[src/rtl/divisor_shift_sub_pkg.sv]
// Shared definitions for the shift/subtract restoring divider:
// default width, FSM state encoding and iteration-counter sizing.
package divisor_shift_sub_pkg;

    localparam int N_BITS_DEFAULT = 4;

    typedef enum logic [1:0] {
        S_IDLE  = 2'd0,
        S_CHECK = 2'd1,
        S_RUN   = 2'd2,
        S_DONE  = 2'd3
    } state_e;

    // Counter must hold 0..n-1; keep at least one bit for n = 1.
    function automatic int cnt_width(input int n);
        return (n > 1) ? $clog2(n) : 1;
    endfunction

    localparam int CNT_W_DEFAULT = cnt_width(N_BITS_DEFAULT);

endpackage

[src/rtl/divisor_shift_sub_subtrator.sv]
// (N+1)-bit unsigned compare/subtract: diff_o = a_i - b_i,
// ge_o (no-borrow) is high when a_i >= b_i.
module subtrator #(
    parameter int W = 5
) (
    input  logic [W-1:0] a_i,
    input  logic [W-1:0] b_i,
    output logic [W-1:0] diff_o,
    output logic         ge_o
);

    logic [W:0] wide_diff;

    // Borrow out of the extended subtraction means a_i < b_i.
    always_comb begin
        wide_diff = {1'b0, a_i} - {1'b0, b_i};
        diff_o    = wide_diff[W-1:0];
        ge_o      = ~wide_diff[W];
    end

endmodule

[src/rtl/divisor_shift_sub.sv]
// Sequential restoring divider: 2N-bit dividend / N-bit divisor.
// An overflow pre-check (high half >= divisor, which includes divisor 0)
// skips the iterations; otherwise N shift/compare/subtract steps build the
// quotient in the low half of the accumulator and the remainder in the high
// half. Results are held until the next accepted start.
//
// Handshake: St is a request sampled only in IDLE (Idle high); the operands
// are captured on that same edge, later St pulses and operand changes are
// ignored, and Done pulses for exactly one cycle when the results are valid.
module divisor_shift_sub
    import divisor_shift_sub_pkg::*;
#(
    parameter int N_BITS = N_BITS_DEFAULT
) (
    input  logic                  Clk,
    input  logic                  Rst_n,
    input  logic                  St,
    input  logic [2*N_BITS-1:0]   Dividendo,
    input  logic [N_BITS-1:0]     Divisor,
    output logic [N_BITS-1:0]     Quociente,
    output logic [N_BITS-1:0]     Resto,
    output logic                  V,
    output logic                  Done,
    output logic                  Idle,
    output logic [1:0]            Dbg_state
);

    localparam int CNT_W = cnt_width(N_BITS);
    localparam logic [CNT_W-1:0] LAST_ITER = CNT_W'(N_BITS - 1);

    state_e              state_q, state_d;
    logic [2*N_BITS:0]   acc_q, acc_d;
    logic [N_BITS-1:0]   div_q, div_d;
    logic [CNT_W-1:0]    cnt_q, cnt_d;
    logic                v_q, v_d;

    logic [2*N_BITS:0]   acc_shl;
    logic [N_BITS:0]     sub_a;
    logic [N_BITS:0]     sub_diff;
    logic                sub_ge;

    // Shifted accumulator and comparator operand: CHECK compares the
    // unshifted high half, RUN compares the shifted top N+1 bits.
    always_comb begin
        acc_shl = {acc_q[2*N_BITS-1:0], 1'b0};
        if (state_q == S_CHECK) begin
            sub_a = {1'b0, acc_q[2*N_BITS-1:N_BITS]};
        end else begin
            sub_a = acc_shl[2*N_BITS:N_BITS];
        end
    end

    subtrator #(.W(N_BITS + 1)) u_sub (
        .a_i    (sub_a),
        .b_i    ({1'b0, div_q}),
        .diff_o (sub_diff),
        .ge_o   (sub_ge)
    );

    // State and datapath registers with synchronous active-low reset.
    always_ff @(posedge Clk) begin
        if (!Rst_n) begin
            state_q <= S_IDLE;
            acc_q   <= '0;
            div_q   <= '0;
            cnt_q   <= '0;
            v_q     <= 1'b0;
        end else begin
            state_q <= state_d;
            acc_q   <= acc_d;
            div_q   <= div_d;
            cnt_q   <= cnt_d;
            v_q     <= v_d;
        end
    end

    // Next-state and datapath updates for IDLE/CHECK/RUN/DONE.
    always_comb begin
        state_d = state_q;
        acc_d   = acc_q;
        div_d   = div_q;
        cnt_d   = cnt_q;
        v_d     = v_q;
        case (state_q)
            S_IDLE: begin
                if (St) begin
                    acc_d   = {1'b0, Dividendo};
                    div_d   = Divisor;
                    v_d     = 1'b0;
                    state_d = S_CHECK;
                end
            end
            S_CHECK: begin
                if (sub_ge) begin
                    v_d     = 1'b1;
                    state_d = S_DONE;
                end else begin
                    cnt_d   = '0;
                    state_d = S_RUN;
                end
            end
            S_RUN: begin
                acc_d = acc_shl;
                if (sub_ge) begin
                    acc_d[2*N_BITS:N_BITS] = sub_diff;
                    acc_d[0]               = 1'b1;
                end
                if (cnt_q == LAST_ITER) begin
                    state_d = S_DONE;
                end else begin
                    cnt_d = cnt_q + 1'b1;
                end
            end
            S_DONE: begin
                state_d = S_IDLE;
            end
            default: begin
                state_d = S_IDLE;
            end
        endcase
    end

    // Outputs are straight decodes of the registered state and accumulator.
    always_comb begin
        Quociente = acc_q[N_BITS-1:0];
        Resto     = acc_q[2*N_BITS-1:N_BITS];
        V         = v_q;
        Done      = (state_q == S_DONE);
        Idle      = (state_q == S_IDLE);
        Dbg_state = state_q;
    end

endmodule
[config.mk]
export PLATFORM = sky130hd
export DESIGN_NAME = divisor_shift_sub
export DESIGN_NICKNAME = d
export VERILOG_FILES = /design/src/rtl/divisor_shift_sub_pkg.sv /design/src/rtl/divisor_shift_sub_subtrator.sv /design/src/rtl/divisor_shift_sub.sv
export SDC_FILE = /design/constraint.sdc
export NUM_CORES = 1
export LEC_CHECK = 0
export CORE_MARGIN = 2
export CORE_UTILIZATION = 45
export CTS_CLUSTER_SIZE = 14
export DETAILED_ROUTE_END_ITERATION = 12
export PLACE_DENSITY = 0.7
export SLEW_MARGIN = 0
export SYNTH_ARGS = -nofsm -noshare
export SYNTH_HDL_FRONTEND = slang
export SYNTH_HIERARCHICAL = 1
export SYNTH_SLANG_ARGS = --single-unit
[constraint.sdc]
create_clock -name Clk -period 3 [get_ports Clk]
set_clock_uncertainty 0.05 [all_clocks]
set_input_delay 0.6 -clock Clk [delete_from_list [all_inputs] [get_ports Clk]]
set_output_delay 0.6 -clock Clk [all_outputs]
set_load 0.01 [all_outputs]
# Yosys cells after proc, flatten, opt, wreduce, memory -nomap -nowiden
# Index checks and enable logic that the tools add are counted.
totals:
  ff_bits: 17
  input_bits: 15
  elab_cells: 40
  out_inout_bits: 13
classes:
  eq_ne: 9
  addsub: 2
  reduce_logical: 9
  muxes: 15
ops:
  columns: ["cell", "count"]
  rows:
  - ["8-bit case mux with 2 select lines", 1]
  - ["2-bit two-way mux", 4]
  - ["8-bit two-way mux", 1]
  - ["2-bit != test (second input constant)", 4]
  - ["2-bit case mux with 4 select lines", 1]
  - ["2-bit equality test (second input constant)", 3]
  - ["2-bit AND reduction", 3]
  - ["3-bit AND reduction", 2]
  - ["2-bit nonzero test", 3]
  - ["5-bit by 4-bit subtractor with 6-bit output", 1]
  - ["5-bit two-way mux", 1]
  - ["1-bit two-way mux", 4]
  - ["4-bit two-way mux", 1]
  - ["2-bit case mux with 2 select lines", 1]
  - ["2-bit by 1-bit adder with 2-bit output (second input constant)", 1]
  - ["2-bit by 1-bit equality test with 1-bit output (second input constant)", 1]
  - ["2-bit logical NOT", 1]
  - ["2-bit by 1-bit != test with 1-bit output (second input constant)", 1]
  - ["1-bit case mux with 2 select lines", 1]

# Depth between registers and ports, before layout
# Gate-level depths: netlist of run 1.
depth:
  word_depth: 5
  depth_mapped: 12
  mapped_depth_nobuf: 11

# Cells and area by module
# Netlist of run 1, hierarchy kept.
modules_own_cells:
  columns: ["mod", "area_each_um2", "cells_each", "instances", "seq_area_each_um2"]
  rows:
  - ["divisor_shift_sub", 1011.0, 108, 1, 340.3]
  - ["subtrator", 205.2, 29, 1, 0.0]

# Worst setup path after synthesis of run 1
# No wires, ideal clock.
synth_path:
  path_type: "register to register"
  start: "reg state_q[1] (netlist: Dbg_state[1])"
  end: "reg state_q[0] (netlist: Dbg_state[0])"
  setup_ns: 0.122
  path_stages_with_launch: 12
  n_path_buf: 1
  period_less_slack_ns: 2.580
  t_arrival_ns: 2.408
  slack_ns: 0.420
  required_time_ns: 2.828
  path_cell_list: "dfxtp_1 > inv_1 > ha_1 > mux2_2 > ha_1 > or2_2 > o211ai_1 > a21oi_1 > buf_2 > nand2_1 > nand3b_1 > o311a_1"
synth_between:
  elab_chain_cells: 5
  elab_cells_between_ends: 11
  classes_between: "add/sub (1); eq/ne (5); mux (3); reduce/logical (2)"
synth_rtl:
  columns: ["element", "line_no", "source"]
  rows:
  - ["start, declared", "divisor_shift_sub.sv:31", "state_e state_q, state_d;"]
  - ["start signal, assigned", "divisor_shift_sub.sv:69", "state_q <= state_d;"]
  - ["2-bit by 1-bit equality test with 1-bit output", "divisor_shift_sub.sv:46", "if (state_q == S_CHECK) begin"]
  - ["5-bit two-way mux", "divisor_shift_sub.sv:46", null]
  - ["net sub_a[2]", "divisor_shift_sub.sv:38", "logic [N_BITS:0] sub_a;"]
  - ["5-bit by 4-bit subtractor with 6-bit output", "divisor_shift_sub_subtrator.sv:16", "wide_diff = {1'b0, a_i} - {1'b0, b_i};"]
  - ["1-bit two-way mux", "divisor_shift_sub.sv:94", "if (sub_ge) begin"]
  - ["2-bit case mux with 4 select lines", "divisor_shift_sub.sv:84", "case (state_q)"]
# The timed path passes the listed nets, and every way through them passes these cells.
# A chain may end at the register's enable or synchronous reset.

# Final worst setup path of run 1
layout_path:
  start: "reg state_q[1] (netlist: Dbg_state[1])"
  end: "reg cnt_q[1]"
layout_between:
  elab_chain_cells: 5
  elab_cells_between_ends: 9
  classes_between: "add/sub (1); eq/ne (4); mux (2); reduce/logical (2)"
layout_rtl:
  columns: ["element", "line_no", "source"]
  rows:
  - ["2-bit by 1-bit equality test with 1-bit output", "divisor_shift_sub.sv:46", null]
  - ["5-bit two-way mux", "divisor_shift_sub.sv:46", null]
  - ["net sub_a[1]", "divisor_shift_sub.sv:38", null]
  - ["5-bit by 4-bit subtractor with 6-bit output", "divisor_shift_sub_subtrator.sv:16", null]
  - ["2-bit by 1-bit != test with 1-bit output (no source line)", null, null]
  - ["3-bit AND reduction (no source line)", null, null]
  - ["end signal, assigned", "divisor_shift_sub.sv:72", "cnt_q <= cnt_d;"]
  - ["end, declared", "divisor_shift_sub.sv:34", "logic [CNT_W-1:0] cnt_q, cnt_d;"]
# The timed path passes the listed nets, and every way through them passes these cells.

==> results.py, run 1 <==
metrics = {
    "critical_path": {
        "endpoint_kind": "register",
        "path_max_fanout": 7,
        "path_class": "reg2reg",
        "required_ns": 3.17,
        "worstPathArrival_ns": 2.91,
        "crit_path_start_kind": "register",
    },
    "sta": {
        "max-slew-margin-rel_pct": 62.0,
        "setup_ws_ns": 0.264,
        "hold_viol_final": 0,
        "rsz0062_at_grt": "no",
        "slew_viol_final": 0,
        "setup_violations": 0,
        "min_period_over_period_pct": 91.2,
        "fin_crit_ns": 2.74,
        "setup-tns-final_ns": 0,
        "worstMarginPinSlew_ns": 0.569,
        "clock.fmax_mhz": 365,
    },
    "placement": {
        "hpwl_um": 1980,
        "place_congestion": 0.760,
        "placed_area_um2": 1470,
        "io_buffers": 27,
        "placed_cells": 186,
        "pre_cts_slack_ns": 0.272,
    },
    "synth": {
        "yosys_warnings": 6,
        "synth_area_um2": 1190,
        "synth_nets": 161,
        "synth_area_per_cell_um2": 9.00,
        "syn_inst": 132,
    },
    "power": {
        "powerDensity_nw_per_um2": 954,
        "p_total_uw": 1430,
        "leakage_uw": 0.000596,
        "ir_drop_uv": 621,
    },
    "global_routing": {
        "grt_max_degree": 17,
        "grt_use_total_pct": 16.8,
        "grt_pass1_vias": 991,
        "antenna_found_initial": 0,
        "grt_pass1_wl_um": 4260,
        "overflow": 0,
    },
    "layout": {
        "fin_area_um2": 1500,
        "fillers": 220,
        "drive_above_1_share_pct": 11.9,
        "area_growth_pct": 26.2,
        "fin_cells": 190,
        "fin_nets": 190,
        "antenna_cells": 0,
    },
    "floorplanning": {
        "rows": 18,
        "die-height_um": 55.4,
        "initial_core_util_pct": 47.5,
        "chipWidth_um": 55.4,
        "dieArea_um2": 3070,
        "io_pins": 28,
        "core_area_um2": 2500,
    },
    "clock_network": {
        "clk_path_buf_depth": 2,
        "hold_buffers": 0,
        "cts_max_level": 1,
        "postCtsResizedCells": 0,
        "cts.reportedPaths.clkPinSlew_ns": 0.11,
        "root_buffer": "clkbuf_4",
        "cts_tree": "built",
        "cts.sinks": 17,
        "cts_made_buffers": 3,
        "clock_latency_ns": 0.29,
        "cts_setup_buffers": 0,
    },
    "route": {
        "firstDrtPassIters": 4,
        "via_per_inst": 5.29,
        "drt-total-wl_um": 2550,
        "wl_per_cell_um": 13.4,
        "drc": 0,
        "vias": 1005,
        "drtAntennaViolNets": 0,
        "drtIter0Drc": 16,
    },
    "job": {
        "max-cap-violations": 0,
    },
    "run_status": {
        "outcome": "finished, final reports clean",
    },
    "hold_path": {
        "hp-class": "reg2reg",
    },
}
-- metal layers --
metal,GRT usage (%),part of all wire (%)
met3,3.51,4.4
met4,4.18,0.59
met5,0,0
met2,29.8,49
met1,20.4,46
-- through the flow --
step,utilization [%],hold slack [ns]
after floorplan,-,0.386
after global placement,59.0,0.402
after detailed placement,59.0,0.405
after CTS,60.0,0.421
after global routing,60.0,0.439
final,60.0,0.417
-- state kept, by name, summed over array words and instances, names as in the netlist --
register / flops
Dbg_state: 2
V: 1
acc_q: 8
cnt_q: 2
div_q: 4
-- power breakdown --
group / switching [uW] / leakage, uW / internal (uW) / total, uW
registers: 72.7 / 0.000140 / 293 / 366
logic: 457 / 0.000441 / 482 / 939
clock network: 75.2 / 0.0000150 / 51.6 / 127
-- final timing paths --
path                start  slack [ns]  cells after the start       end
max          Dbg_state[1]        0.26                     11  cnt_q[1]
min              div_q[3]        0.42                      2  div_q[3]
max reg2reg  Dbg_state[1]        0.26                     11  cnt_q[1]
min reg2reg      div_q[3]        0.42                      2  div_q[3]
-- critical path, stage by stage (launching register included) --
cell and delay [ns]:
dfxtp_1 0.38, inv_1 0.16, ha_1 0.31, mux2_2 0.39
ha_1 0.27, nor2b_1 0.19, o211ai_1 0.12, a21oi_1 0.17
buf_4 0.17, nand2_1 0.07, o211ai_1 0.16, mux2i_1 0.22
-- cell usage in the layout, fill, tap and decap left out --
cell / instances
clkbuf_4: 3
or2_2: 1
xnor2_1: 2
fa_1: 1
nor2_1: 7
nand3_1: 5
clkbuf_1: 1
mux2i_1: 10
a21oi_1: 7
conb_1: 1
nor2b_1: 4
mux2_4: 1
inv_2: 1
dfxtp_1: 17
buf_4: 2
a211oi_2: 4
o211ai_1: 4
a311oi_1: 1
inv_1: 11
mux2_2: 4
nand2b_1: 1
o21ai_2: 1
o311a_1: 1
o21ai_0: 2
ha_1: 13
nand3b_1: 3
o22ai_1: 4
clkdlybuf4s50_1: 27
nand2_1: 13
o31ai_1: 1
or2_1: 1
and2_1: 4
o211ai_2: 2
-- cell type report --
cell class	count	area, um^2	area share (%)
Timing Repair Buffer	29	285	19.0
Tap cell	30	37.5	2.50
Multi-Input combinational cell	98	766	51.0
Clock buffer	4	26.3	1.75
Sequential cell	17	340	22.7
Inverter	12	45.0	3.00
Note: power is estimated with default switching activity, not from simulation.
==> run 2, diff against run 1 <==
- CORE_MARGIN: 2 -> 1.5
- CTS_CLUSTER_SIZE: 14 -> unset
- PLACE_DENSITY: 0.7 -> unset
- PLACE_DENSITY_LB_ADDON: unset -> 0.15
==> run 2 against run 1 <==
- combinational power rose by 2%
- via count rose by 1.8%
- sequential power barely moved
- critical path depth did not move
- utilization rose by 0.60 points
- wire length rose by 1.3%
- register-to-register slack barely moved
- design area barely moved
- first-iteration DRC count fell by 13%
- clock power barely moved
- non-clock buffer count did not move
- worst hold slack improved by 0.0055 ns
- largest cell class unchanged
==> results.py, run 2 (synthesized netlist as in run 1, its figures left out) <==
metrics = {
    "run_status": {
        "outcome": "finished, final reports clean",
    },
    "clock_network": {
        "clk_path_buf_depth": 2,
        "root_buffer": "clkbuf_4",
        "postCtsResizedCells": 0,
        "cts.reportedPaths.clkPinSlew_ns": 0.12,
        "hold_buffers": 0,
        "cts_tree": "built",
        "cts_made_buffers": 3,
        "cts_max_level": 1,
        "cts.sinks": 17,
        "cts_setup_buffers": 0,
        "clock_latency_ns": 0.30,
    },
    "sta": {
        "hold_viol_final": 0,
        "setup-tns-final_ns": 0,
        "slew_viol_final": 0,
        "fin_crit_ns": 2.75,
        "setup_violations": 0,
        "max-slew-margin-rel_pct": 61.9,
        "clock.fmax_mhz": 364,
        "min_period_over_period_pct": 91.5,
        "whs_ns": 0.422,
        "rsz0062_at_grt": "no",
        "worstMarginPinSlew_ns": 0.570,
    },
    "layout": {
        "area_growth_pct": 26.3,
        "drive_above_1_share_pct": 12.5,
        "largest_reg_flops": 8,
        "fillers": 233,
        "utilization_pct": 60.6,
        "reg.largest.list": "acc_q x8, div_q x4",
        "fin_cells": 190,
        "final_cell_mix": "clkdlybuf4s50_1, dfxtp_1, nand2_1, ha_1, inv_1",
        "fin_nets": 190,
        "fin_area_um2": 1500,
        "final_common_cell": "clkdlybuf4s50_1",
        "top_register": "acc_q",
        "antenna_cells": 0,
    },
    "route": {
        "vias": 1023,
        "drtAntennaViolNets": 0,
        "drtIter0Drc": 14,
        "drt-total-wl_um": 2580,
        "wl_per_cell_um": 13.6,
        "drc": 0,
        "firstDrtPassIters": 4,
        "via_per_inst": 5.38,
    },
    "floorplanning": {
        "initial_core_util_pct": 48.0,
        "core_area_um2": 2480,
        "io_pins": 28,
        "die-height_um": 54.4,
        "rows": 18,
        "dieArea_um2": 2960,
        "chipWidth_um": 54.4,
    },
    "hold_path": {
        "whs_path_depth": 2,
        "min_to": "div_q[2]",
        "hp-class": "reg2reg",
        "min_from": "div_q[2]",
    },
    "critical_path": {
        "path_max_fanout": 7,
        "endpoint_kind": "register",
        "cp_top_family": "multiplexers",
        "slowest_stage": "mux2_2",
        "slowest_delay_ns": 0.39,
        "crit_path_start_kind": "register",
        "cp_num_buf_inv": 2,
        "r2r_slack_ns": 0.25,
        "crit_chain": "inv_1 > ha_1 > mux2_2 > ha_1 > nor2b_1 > o211ai_1 > a21oi_1 > buf_4 > nand2_1 > o211ai_1 > mux2i_1",
        "rr_startpoint": "Dbg_state[1]",
        "ff2ff_path_depth": 11,
        "worstPathArrival_ns": 2.92,
        "required_ns": 3.17,
        "timing.rr.end": "cnt_q[1]",
        "cp_num_cells": 11,
        "path_class": "reg2reg",
    },
    "global_routing": {
        "overflow": 0,
        "grt_pass1_wl_um": 4170,
        "grt_pass1_vias": 972,
        "antenna_found_initial": 0,
        "grt_max_degree": 17,
        "grt_use_total_pct": 19.9,
    },
    "power": {
        "leakage_uw": 0.000598,
        "powerDensity_nw_per_um2": 965,
        "ir_drop_uv": 586,
    },
    "placement": {
        "hpwl_um": 1990,
        "place_congestion": 0.832,
        "io_buffers": 27,
        "placed_cells": 186,
        "placed_area_um2": 1470,
    },
    "job": {
        "max-cap-violations": 0,
    },
}
run 2: changes by cell type in the layout (fill, tap and decap cells not counted):
cell / change
clkbuf_1: -1
clkinv_2: +1
run 2: metal layers:
layer  GRT usage, %  vias up  part of all wire (%)
li1               -      514                     -
met2           35.9       28                    49
met4           7.08        0                   1.0
met3           5.19        4                   3.7
met1           22.3      477                    46
met5              0        -                     0
run 2: how the worst max path moves through the flow:
stage                         to  slack [ns]    startpoint
global route            cnt_q[1]        0.04  Dbg_state[1]
CTS                     cnt_q[1]        0.25  Dbg_state[1]
floorplan           Dbg_state[0]        0.44  Dbg_state[1]
finish                  cnt_q[1]        0.25  Dbg_state[1]
global placement    Dbg_state[0]        0.39  Dbg_state[1]
detailed placement      cnt_q[1]        0.29  Dbg_state[1]
run 2: worst register-to-register path: cells and delay by family (launching register included):
family	cells	cell delay (ns)
DFF	1	0.38
AOI/OAI and AO/OA	3	0.49
muxes	2	0.61
buffers and inverters	2	0.32
adders and majority gates	2	0.56
and+or+nand+nor	2	0.27
run 2: stage by stage:
| step | setup WS, ns | total power (uW) |
|---|---|---|
| after floorplan | 0.439 | 1030 |
| after global placement | 0.389 | 1290 |
| after detailed placement | 0.285 | 1320 |
| after CTS | 0.246 | 1460 |
| after global routing | 0.0390 | 1570 |
| final | 0.254 | 1450 |
run 2: cell type report:
type	count	area [um^2]	share of cell area, %
Clock buffer	3	22.5	1.50
Inverter	12	45.0	3.00
Multi-Input combinational cell	98	766	51.0
Tap cell	30	37.5	2.50
Timing Repair Buffer	29	285	19.0
Sequential cell	17	340	22.7
Clock inverter	1	5.00	0.333
run 2: report_power, final:
| group | switching (uW) | leakage (uW) | internal, uW | total, uW |
|---|---|---|---|---|
| clock | 79.0 | 0.0000177 | 49.6 | 129 |
| sequential | 70.2 | 0.000140 | 293 | 364 |
| combinational | 471 | 0.000441 | 486 | 956 |
| total | 620 | 0.000598 | 829 | 1450 |
